`src/rtl/montgomery_reduce_scheduler_if.sv`:
```
// Bundle of request, response and core-side signals for montgomery_reduce_scheduler.
// The slave modport is the scheduler's view; master is the surrounding datapath/core view.
interface montgomery_reduce_scheduler_if #(
    parameter int unsigned NUM_REQ = 4,
    parameter int unsigned WIDTH   = 64
);
    localparam int unsigned IdW = $clog2(NUM_REQ);

    logic [NUM_REQ-1:0]       req_valid_i;
    logic [NUM_REQ-1:0]       req_ready_o;
    logic [NUM_REQ*WIDTH-1:0] req_x_i;
    logic [WIDTH-1:0]         m_i;
    logic                     resp_valid_o;
    logic                     resp_ready_i;
    logic [WIDTH-1:0]         resp_data_o;
    logic [IdW-1:0]           resp_id_o;
    logic                     resp_err_o;
    logic                     busy_o;
    logic                     core_clear_no;
    logic                     core_start_o;
    logic [WIDTH-1:0]         core_x_o;
    logic [WIDTH-1:0]         core_m_o;
    logic [WIDTH-1:0]         core_result_i;
    logic                     core_valid_i;

    modport slave (
        input  req_valid_i, req_x_i, m_i, resp_ready_i, core_result_i, core_valid_i,
        output req_ready_o, resp_valid_o, resp_data_o, resp_id_o, resp_err_o, busy_o,
               core_clear_no, core_start_o, core_x_o, core_m_o
    );

    modport master (
        output req_valid_i, req_x_i, m_i, resp_ready_i, core_result_i, core_valid_i,
        input  req_ready_o, resp_valid_o, resp_data_o, resp_id_o, resp_err_o, busy_o,
               core_clear_no, core_start_o, core_x_o, core_m_o
    );
endinterface

```
`src/rtl/montgomery_reduce_scheduler.sv`:
```
// Round-robin scheduler sharing one serialized Montgomery reduction core among NUM_REQ
// requesters. One reduction in flight: IDLE -> LOAD -> START -> WAIT -> RESP -> IDLE.
// Optional feature macro: MONT_SCHED_TIMEOUT_EN adds a WAIT watchdog that aborts with
// resp_err_o = 1 after TIMEOUT_CYCLES cycles without core_valid_i.
module montgomery_reduce_scheduler #(
    parameter int unsigned NUM_REQ        = 4,
    parameter int unsigned WIDTH          = 64,
    parameter int unsigned TIMEOUT_CYCLES = 256
) (
    input logic                          clk_i,
    input logic                          rst_ni,
    montgomery_reduce_scheduler_if.slave bus
);
    localparam int unsigned IdW = $clog2(NUM_REQ);

    localparam logic [2:0] StIdle  = 3'd0;
    localparam logic [2:0] StLoad  = 3'd1;
    localparam logic [2:0] StStart = 3'd2;
    localparam logic [2:0] StWait  = 3'd3;
    localparam logic [2:0] StResp  = 3'd4;

    logic [2:0]         r_state;
    logic [IdW-1:0]     r_rr_ptr;
    logic [IdW-1:0]     r_id;
    logic [WIDTH-1:0]   r_x;
    logic [WIDTH-1:0]   r_m;
    logic [WIDTH-1:0]   r_res;

    logic               w_found;
    logic [IdW-1:0]     w_grant;
    logic [IdW-1:0]     w_idx;
    logic [NUM_REQ-1:0] w_ready;
    logic [WIDTH-1:0]   w_lane;

`ifdef MONT_SCHED_TIMEOUT_EN
    logic [15:0]        r_wdog;
    logic               r_err;
    logic               r_abort_clr;
`endif

    // Pick the first valid lane after the previous grant, wrapping modulo NUM_REQ.
    always_comb begin
        w_found = 1'b0;
        w_grant = '0;
        w_idx   = '0;
        for (int unsigned off = 1; off <= NUM_REQ; off++) begin
            w_idx = IdW'((32'(r_rr_ptr) + off) % NUM_REQ);
            if (!w_found && bus.req_valid_i[w_idx]) begin
                w_found = 1'b1;
                w_grant = w_idx;
            end
        end
    end

    // Accept strobe to the winner, only while idle.
    always_comb begin
        w_ready = '0;
        if (r_state == StIdle && w_found) begin
            w_ready[w_grant] = 1'b1;
        end
    end

    assign w_lane = bus.req_x_i[32'(w_grant) * WIDTH +: WIDTH];

    // Sequencer state, captured operands and result.
    always_ff @(posedge clk_i or negedge rst_ni) begin
        if (!rst_ni) begin
            r_state     <= StIdle;
            r_rr_ptr    <= IdW'(NUM_REQ - 1);
            r_id        <= '0;
            r_x         <= '0;
            r_m         <= '0;
            r_res       <= '0;
`ifdef MONT_SCHED_TIMEOUT_EN
            r_wdog      <= '0;
            r_err       <= 1'b0;
            r_abort_clr <= 1'b0;
`endif
        end else begin
`ifdef MONT_SCHED_TIMEOUT_EN
            r_abort_clr <= 1'b0;
`endif
            case (r_state)
                StIdle: begin
                    if (w_found) begin
                        r_x      <= w_lane;
                        r_m      <= bus.m_i;
                        r_id     <= w_grant;
                        r_rr_ptr <= w_grant;
                        r_state  <= StLoad;
                    end
                end
                StLoad: r_state <= StStart;
                StStart: begin
`ifdef MONT_SCHED_TIMEOUT_EN
                    r_wdog  <= '0;
`endif
                    r_state <= StWait;
                end
                StWait: begin
                    if (bus.core_valid_i) begin
                        r_res   <= bus.core_result_i;
`ifdef MONT_SCHED_TIMEOUT_EN
                        r_err   <= 1'b0;
`endif
                        r_state <= StResp;
                    end
`ifdef MONT_SCHED_TIMEOUT_EN
                    else if (r_wdog == 16'(TIMEOUT_CYCLES - 1)) begin
                        // Abort: report an error and flush the stuck core.
                        r_res       <= '0;
                        r_err       <= 1'b1;
                        r_abort_clr <= 1'b1;
                        r_state     <= StResp;
                    end else begin
                        r_wdog <= r_wdog + 16'd1;
                    end
`endif
                end
                StResp: begin
                    if (bus.resp_ready_i) begin
                        r_state <= StIdle;
                    end
                end
                default: r_state <= StIdle;
            endcase
        end
    end

    assign bus.req_ready_o  = w_ready;
    assign bus.resp_valid_o = (r_state == StResp);
    assign bus.resp_data_o  = r_res;
    assign bus.resp_id_o    = r_id;
    assign bus.busy_o       = (r_state != StIdle);
    assign bus.core_start_o = (r_state == StStart);
    assign bus.core_x_o     = r_x;
    assign bus.core_m_o     = r_m;

`ifdef MONT_SCHED_TIMEOUT_EN
    assign bus.core_clear_no = !((r_state == StLoad) || r_abort_clr);
    assign bus.resp_err_o    = r_err;
`else
    assign bus.core_clear_no = (r_state != StLoad);
    assign bus.resp_err_o    = 1'b0;
`endif
endmodule

```
`src/flat_wrapper.sv`:
```
// flat-port wrapper written by rule: the top's interface ports become plain ports
module montgomery_reduce_scheduler_flat 
#(
    parameter int unsigned NUM_REQ        = 4,
    parameter int unsigned WIDTH          = 64,
    parameter int unsigned TIMEOUT_CYCLES = 256
)
  (clk_i, rst_ni, bus_req_valid_i, bus_req_x_i, bus_m_i, bus_resp_ready_i, bus_core_result_i, bus_core_valid_i, bus_req_ready_o, bus_resp_valid_o, bus_resp_data_o, bus_resp_id_o, bus_resp_err_o, bus_busy_o, bus_core_clear_no, bus_core_start_o, bus_core_x_o, bus_core_m_o);
  montgomery_reduce_scheduler_if #(.NUM_REQ(NUM_REQ), .WIDTH(WIDTH)) bus_i ();
  input logic clk_i;
  input logic rst_ni;
  input wire logic [$bits(bus_i.req_valid_i)-1:0] bus_req_valid_i;
  input wire logic [$bits(bus_i.req_x_i)-1:0] bus_req_x_i;
  input wire logic [$bits(bus_i.m_i)-1:0] bus_m_i;
  input wire logic [$bits(bus_i.resp_ready_i)-1:0] bus_resp_ready_i;
  input wire logic [$bits(bus_i.core_result_i)-1:0] bus_core_result_i;
  input wire logic [$bits(bus_i.core_valid_i)-1:0] bus_core_valid_i;
  output wire logic [$bits(bus_i.req_ready_o)-1:0] bus_req_ready_o;
  output wire logic [$bits(bus_i.resp_valid_o)-1:0] bus_resp_valid_o;
  output wire logic [$bits(bus_i.resp_data_o)-1:0] bus_resp_data_o;
  output wire logic [$bits(bus_i.resp_id_o)-1:0] bus_resp_id_o;
  output wire logic [$bits(bus_i.resp_err_o)-1:0] bus_resp_err_o;
  output wire logic [$bits(bus_i.busy_o)-1:0] bus_busy_o;
  output wire logic [$bits(bus_i.core_clear_no)-1:0] bus_core_clear_no;
  output wire logic [$bits(bus_i.core_start_o)-1:0] bus_core_start_o;
  output wire logic [$bits(bus_i.core_x_o)-1:0] bus_core_x_o;
  output wire logic [$bits(bus_i.core_m_o)-1:0] bus_core_m_o;
  assign bus_i.req_valid_i = bus_req_valid_i;
  assign bus_i.req_x_i = bus_req_x_i;
  assign bus_i.m_i = bus_m_i;
  assign bus_i.resp_ready_i = bus_resp_ready_i;
  assign bus_i.core_result_i = bus_core_result_i;
  assign bus_i.core_valid_i = bus_core_valid_i;
  assign bus_req_ready_o = bus_i.req_ready_o;
  assign bus_resp_valid_o = bus_i.resp_valid_o;
  assign bus_resp_data_o = bus_i.resp_data_o;
  assign bus_resp_id_o = bus_i.resp_id_o;
  assign bus_resp_err_o = bus_i.resp_err_o;
  assign bus_busy_o = bus_i.busy_o;
  assign bus_core_clear_no = bus_i.core_clear_no;
  assign bus_core_start_o = bus_i.core_start_o;
  assign bus_core_x_o = bus_i.core_x_o;
  assign bus_core_m_o = bus_i.core_m_o;
  montgomery_reduce_scheduler #(.NUM_REQ(NUM_REQ), .WIDTH(WIDTH), .TIMEOUT_CYCLES(TIMEOUT_CYCLES)) u_core (.clk_i(clk_i), .rst_ni(rst_ni), .bus(bus_i));
endmodule
```
`config.mk`:
```
export PLATFORM = sky130hd
export DESIGN_NAME = montgomery_reduce_scheduler_flat
export DESIGN_NICKNAME = d
export VERILOG_FILES = /design/src/rtl/montgomery_reduce_scheduler_if.sv /design/src/rtl/montgomery_reduce_scheduler.sv /design/src/flat_wrapper.sv
export SDC_FILE = /design/constraint.sdc
export NUM_CORES = 1
export LEC_CHECK = 0
export CORE_AREA = 2 2 230 232
export DETAILED_ROUTE_END_ITERATION = 10
export DIE_AREA = 0 0 232 234
export GPL_ROUTABILITY_DRIVEN = 0
export GPL_TIMING_DRIVEN = 0
export PLACE_DENSITY = 0.55
export SETUP_SLACK_MARGIN = 0.4
export SYNTH_ARGS = -nofsm -noshare
export SYNTH_HDL_FRONTEND = slang
export SYNTH_SLANG_ARGS = --single-unit
```
`constraint.sdc`:
```
create_clock -name clk_i -period 1.7 [get_ports clk_i]
set_input_delay 0.255 -clock clk_i [delete_from_list [all_inputs] [get_ports clk_i]]
set_output_delay 0.255 -clock clk_i [all_outputs]
set_load 0.03 [all_outputs]
```
==> results of run 1 <==
[worst max-delay path, delay by kind of cell (launching register included)]
kind | cells | cell delay [ps]
buffers and inverters | 3 | 370
DFF | 1 | 600
and+or+nand+nor | 3 | 390
AOI/OAI and AO/OA | 1 | 260
[path summary, 6_finish.rpt]
check | end | cells past startpoint | startpoint | slack (ps)
hold reg to reg | u_core.bus.core_m_o[58] | 2 | u_core.bus.core_m_o[58] | 500
setup / recovery | bus_req_ready_o[1] | 7 | u_core.r_rr_ptr[1] | -680
max in group asynchronous | u_core.bus.core_x_o[20] | 2 | rst_ni | 860
min in group clk_i | u_core.bus.core_m_o[26] | 3 | bus_m_i[26] | 290
setup reg to reg | u_core.bus.core_x_o[29] | 12 | u_core.r_rr_ptr[0] | -660
hold / removal | u_core.bus.resp_data_o[31] | 1 | rst_ni | -240
[synthesized netlist by cell type (27+ instances only)]
cell	count
nand2_1	264
dfrtp_1	197
inv_1	67
a31oi_1	64
and4_1	64
mux2_2	64
mux2i_1	64
clkbuf_1	50
o211ai_1	38
o21ai_1	37
o21ai_0	30
buf_2	28
o211ai_2	27
[final cells by class]
class,instances,area (sq um),share of cell area (%)
Tap cell,688,861,4.21
Sequential cell,199,4990,24.4
Buffer,93,921,4.50
Multi-Input combinational cell,684,5300,25.9
Clock inverter,14,175,0.856
Inverter,67,251,1.23
Antenna cell,5,12.5,0.0611
Clock buffer,18,439,2.15
Timing Repair Buffer,703,7520,36.7
[timing repair]
action	CTS	global route
gates resized for setup	1632	99
setup buffers	80	15
cloned	9	5
hold endpoints to repair	88	88
setup endpoints to repair	397	399
pin swaps	16	55
[cells by family (layout without fill, tap and decap cells)]
kind of cell | after synthesis | after routing
simple gates | 353 | 353
compound gates | 202 | 202
flops | 199 | 199
buf+inv | 160 | 895
mux | 128 | 128
other cells | 1 | 6
[state kept, by name, summed over array words and instances (netlist names)]
name and cells:
u_core.bus.resp_data_o 64, u_core.bus.resp_id_o 2, u_core.r_state 3, u_core.r_rr_ptr 2, u_core.bus.core_m_o 64, u_core.bus.core_x_o 64
[layer usage]
| metal | GRT usage, % | vias up |
|---|---|---|
| met5 | 0 | - |
| met4 | 7.39 | 4 |
| met3 | 5.90 | 67 |
| met2 | 32.1 | 481 |
| met1 | 19.0 | 5180 |
| li1 | - | 5097 |
[power by group through the flow]
| stage | Clock [mW] | Combinational (mW) | Sequential, mW |
|---|---|---|---|
| after global routing | 4.68 | 25.5 | 9.09 |
| after floorplan | 0 | 6.46 | 12.7 |
| final | 4.33 | 24.1 | 8.82 |
| after global placement | 0 | 18.9 | 8.39 |
| after detailed placement | 0 | 19.1 | 8.46 |
| after CTS | 4.50 | 23.3 | 8.82 |
[metrics by stage]
step	power [mW]	hold slack [ps]	area (sq um)	utilization (%)	instances
floorplan	19.1	-40.6	10400	-	1043
global placement	27.3	459	17200	33.0	2324
detailed placement	27.5	326	17200	33.1	2325
CTS	36.6	-241	19800	38.1	2446
global route	39.3	-212	20500	39.3	2470
finish	37.3	-236	20500	39.3	2471
==> flow_summary.yaml, run 1 <==
status:
  status: "complete, but fails checks"
  violations: "hold timing, setup timing"
critical_path:
  critPathKind: "reg -> out"
  cp-end-kind: "primary output"
  worstPathCellList: "a21bo_4 -> and3_4 -> buf_8 -> buf_12 -> nand2b_4 -> nor2_4 -> buf_8"
  critPathArrivalTime_ps: 2120
  cp_common_cell: "buf_8"
  start_kind: "flip-flop"
  path_max_fanout: 4
  crit_path_max_incr_delay_ps: 600
  crit_slowest_cell: "dfstp_2"
  cp.required_ps: 1440
logic_synthesis:
  synth_top_area_share_pct: 48.4
  synth_nets: 1435
  synth_compound_area_share_pct: 13.8
  synth_largest_area_cell: "dfrtp_1"
  netlist_top_cells_area: "dfrtp_1, nand2_1, mux2_2"
  synth_xor_area_share_pct: 0
  ys_seq_elements: 199
  synth_area_sq_mm: 0.0102
  synth_cells: 1043
  ys_async_sr_fraction_pct: 100
  synthAdderAreaFrac_pct: 0
  avgSynthCellArea_sq_um: 9.76
  synth_edf_count: 0
  synth_top_family_by_area: "simple AND/OR/NAND/NOR gates"
  synth-simple-area-share_pct: 16.8
  ys_seq_area_share_pct: 48.9
  ys.flop_type: "dfrtp_1"
  synth.mux.area_fraction_pct: 13.4
  yosysUniqueCellTypes: 38
  yosys_warnings: 0
cts:
  cts.sinks: 199
  htree_levels: 4
  cts_tree: "built"
  clk_pin_slew_ps: 90
  numCtsBuffers: 17
  worstSkewPairLatency_ps: 490
  cts_root_buffer: "clkbuf_16"
  clock_path_buffers: 2
pwr:
  sequentialPowerShare_pct: 23.7
  combinationalPowerShare_pct: 64.7
  switching_power_mw: 16.2
  power.density_mw_per_mm2: 1820
  peakVddDrop_mv: 0.770
  leakage_nw: 9.15
  swShare_pct: 43.5
  internal_power_mw: 21.1
  clock_power_share_pct: 11.6
timing:
  whs_ps: -236
  slew_viol_final: 0
  layout_min_cycle_time_ps: 2380
  tns_ps: -45190
  timing.slew.headroom_pct: 49.9
  report.final.hold_viol_count: 88
  rsz0062_at_grt: "true"
  fin_ws_ps: -678
  fmax_ghz: 0.421
  worstMarginPinSlew_ps: 752
  fin_worst_skew_ps: 17.6
  finalCritPeriodShare_pct: 140
  setup-violations-final: 132
routing:
  post-route-drc-count: 0
  wl_met2_um: 25700
  num_vias: 10829
  wl_um: 49800
  post_drt_wl_per_cell_um: 20.2
  wl_met3_um: 4170
  detail_route.vias_per_cell: 4.38
  drt_iter0_markers: 495
  wl_met1_um: 18600
  dr.max_layer_used: "met5"
  postRouteAntennaNets: 0
  dr.pass1.iters: 5
floorplanning:
  pin_count: 595
  std_cell_rows: 84
  die_h_um: 234
  fp.coreArea_sq_mm: 0.0520
  start_util_pct: 19.6
  die_x_um: 232
  die_area_sq_mm: 0.0543
placement:
  port_buffers: 593
  pre_cts_ws_ps: -1470
  hpwl_um: 37800
cells_and_area:
  final_cell_mix: "clkdlybuf4s50_1, buf_6, nand2_1"
  final_common_cell: "clkdlybuf4s50_1"
  areaGrowthSynthToFinish_pct: 101
  layout.nets: 2157
  drive_gt1_share_pct: 35.7
  fillers: 5103
worst_hold_path:
  hold_class: "in -> async"
global_route:
  grt.overflow.total: 0
  grt_max_degree: 112
  grt_pass1_wl_um: 70700
  first_global_vias: 11428
  antenna_found_initial: 7
  grt.total_usage_pct: 17.8
run:
  drv_cap: 0
Note: power is estimated with default switching activity, not from simulation.
==> run 2: changes to the inputs <==
--- a/config.mk
+++ b/config.mk
@@ -10,7 +10,7 @@
 export DIE_AREA = 0 0 232 234
 export GPL_ROUTABILITY_DRIVEN = 0
 export GPL_TIMING_DRIVEN = 0
-export PLACE_DENSITY = 0.55
+export PLACE_DENSITY = 0.53
 export SETUP_SLACK_MARGIN = 0.4
 export SYNTH_ARGS = -nofsm -noshare
 export SYNTH_HDL_FRONTEND = slang
==> constraint.sdc (replaced) <==
create_clock -name clk_i -period 2.9 [get_ports clk_i]
set_input_delay 0.435 -clock clk_i [delete_from_list [all_inputs] [get_ports clk_i]]
set_output_delay 0.435 -clock clk_i [all_outputs]
set_load 0.03 [all_outputs]
==> flow_summary.yaml, run 2 (synthesis results as in run 1) <==
status:
  status: "complete, no violations"
pwr:
  leakage_nw: 7.88
  peakVddDrop_mv: 0.451
  power.density_mw_per_mm2: 1030
floorplanning:
  fp.coreArea_sq_mm: 0.0520
  pin_count: 595
  start_util_pct: 19.6
  std_cell_rows: 84
  die_x_um: 232
  die_h_um: 234
  die_area_sq_mm: 0.0543
critical_path:
  cp.required_ps: 2470
  critPathKind: "reg -> out"
  cp-end-kind: "primary output"
  path_max_fanout: 4
  start_kind: "flip-flop"
  critPathArrivalTime_ps: 2150
routing:
  drt_iter0_markers: 441
  detail_route.vias_per_cell: 4.35
  post_drt_wl_per_cell_um: 20.4
  num_vias: 10351
  postRouteAntennaNets: 0
  wl_um: 48600
  dr.pass1.iters: 5
  post-route-drc-count: 0
global_route:
  grt.total_usage_pct: 17.3
  antenna_found_initial: 3
  grt_pass1_wl_um: 68300
  grt.overflow.total: 0
  use_met2_pct: 30.5
  grt_max_degree: 116
  use_met1_pct: 19.4
  first_global_vias: 10705
  grt.busiest_layer: "met2"
  grt_util_met3_pct: 5.92
cts:
  worstSkewPairLatency_ps: 490
  clock_path_buffers: 2
  cts_root_buffer: "clkbuf_16"
  clk_pin_slew_ps: 90
  cts.sinks: 199
  htree_levels: 4
  cts_tree: "built"
  numCtsBuffers: 17
timing:
  fin_worst_skew_ps: 15.2
  setup-violations-final: 0
  worstMarginPinSlew_ps: 880
  tns_ps: 0
  fin_ws_ps: 312
  finalCritPeriodShare_pct: 89.2
  report.final.hold_viol_count: 0
  layout_min_cycle_time_ps: 2590
  timing.slew.headroom_pct: 41.4
  rsz0062_at_grt: "true"
  fmax_ghz: 0.386
  slew_viol_final: 0
placement:
  port_buffers: 593
  hpwl_um: 38900
  dp_cells: 2325
  placed_cell_area_sq_mm: 0.0170
  pre_cts_ws_ps: -1580
cells_and_area:
  layout.nets: 2070
  stdcell_count: 2380
  finish.instance_area_sq_mm: 0.0180
  final_cell_mix: "clkdlybuf4s50_1, nand2_1, dfrtp_1"
  areaGrowthSynthToFinish_pct: 77.0
  drive_gt1_share_pct: 13.3
  final_common_cell: "clkdlybuf4s50_1"
  utilization_pct: 34.6
worst_hold_path:
  hold_class: "in -> reg"
run:
  drv_cap: 0
==> run 2: timing repair <==
action                     in CTS  in global routing
hold endpoints to repair       76                  0
resized for setup              94                 12
pin swaps                      12                  2
buffers inserted               20                  1
setup endpoints to repair      71                 35
hold buffers                    1                  0
==> run 2: where the power goes <==
part / internal (mW) / total (mW) / switching [mW]
Clock: 1.17 / 2.51 / 1.34
Combinational: 4.79 / 11.2 / 6.41
Sequential: 4.14 / 4.91 / 0.766
Total: 10.1 / 18.6 / 8.52
==> run 2: per-stage QoR <==
stage	hold slack, ps	power, mW
global placement	459	15.8
floorplan	139	11.0
CTS	414	18.9
finish	465	18.6
detailed placement	462	15.9
global route	435	19.7
==> run 2: critical path, cell delays in order (launching register included) <==
cell and delay (ps):
dfstp_2 570, nand2b_4 130, buf_4 110, o22a_1 130
and2_4 180, nand2_8 50, buf_12 120, buf_12 120
nor2_4 110, buf_6 140
==> run 2: area by class of cell <==
cell class | count | area, sq um
fill | 5329 | 34000
antenna | 1 | 2.50
buffer | 93 | 586
clock inverter | 15 | 180
clock buffer | 17 | 425
inverter | 67 | 251
multi-input combinational | 684 | 4590
timing repair buffer | 616 | 6140
sequential | 199 | 4980
tap | 688 | 861
==> run 2: worst paths after layout <==
check	start	endpoint	slack (ps)	depth (start not counted)
worst min register to register	u_core.bus.core_m_o[39]	u_core.bus.core_m_o[39]	480	2
worst max-delay path	u_core.r_rr_ptr[0]	bus_req_ready_o[2]	310	9
worst max register to register	u_core.r_rr_ptr[0]	u_core.bus.core_x_o[25]	510	9
min in group asynchronous	rst_ni	u_core.bus.resp_data_o[26]	520	2
worst min-delay path	bus_m_i[38]	u_core.bus.core_m_o[38]	470	3
max in group asynchronous	rst_ni	u_core.bus.core_x_o[13]	1310	3
==> run 2: per-layer routing <==
metal  wire length, um  part of all wire (%)
met1             18800                    39
met2             24200                    50
met3              4310                   8.9
met4              1260                   2.6
met5                33                 0.068
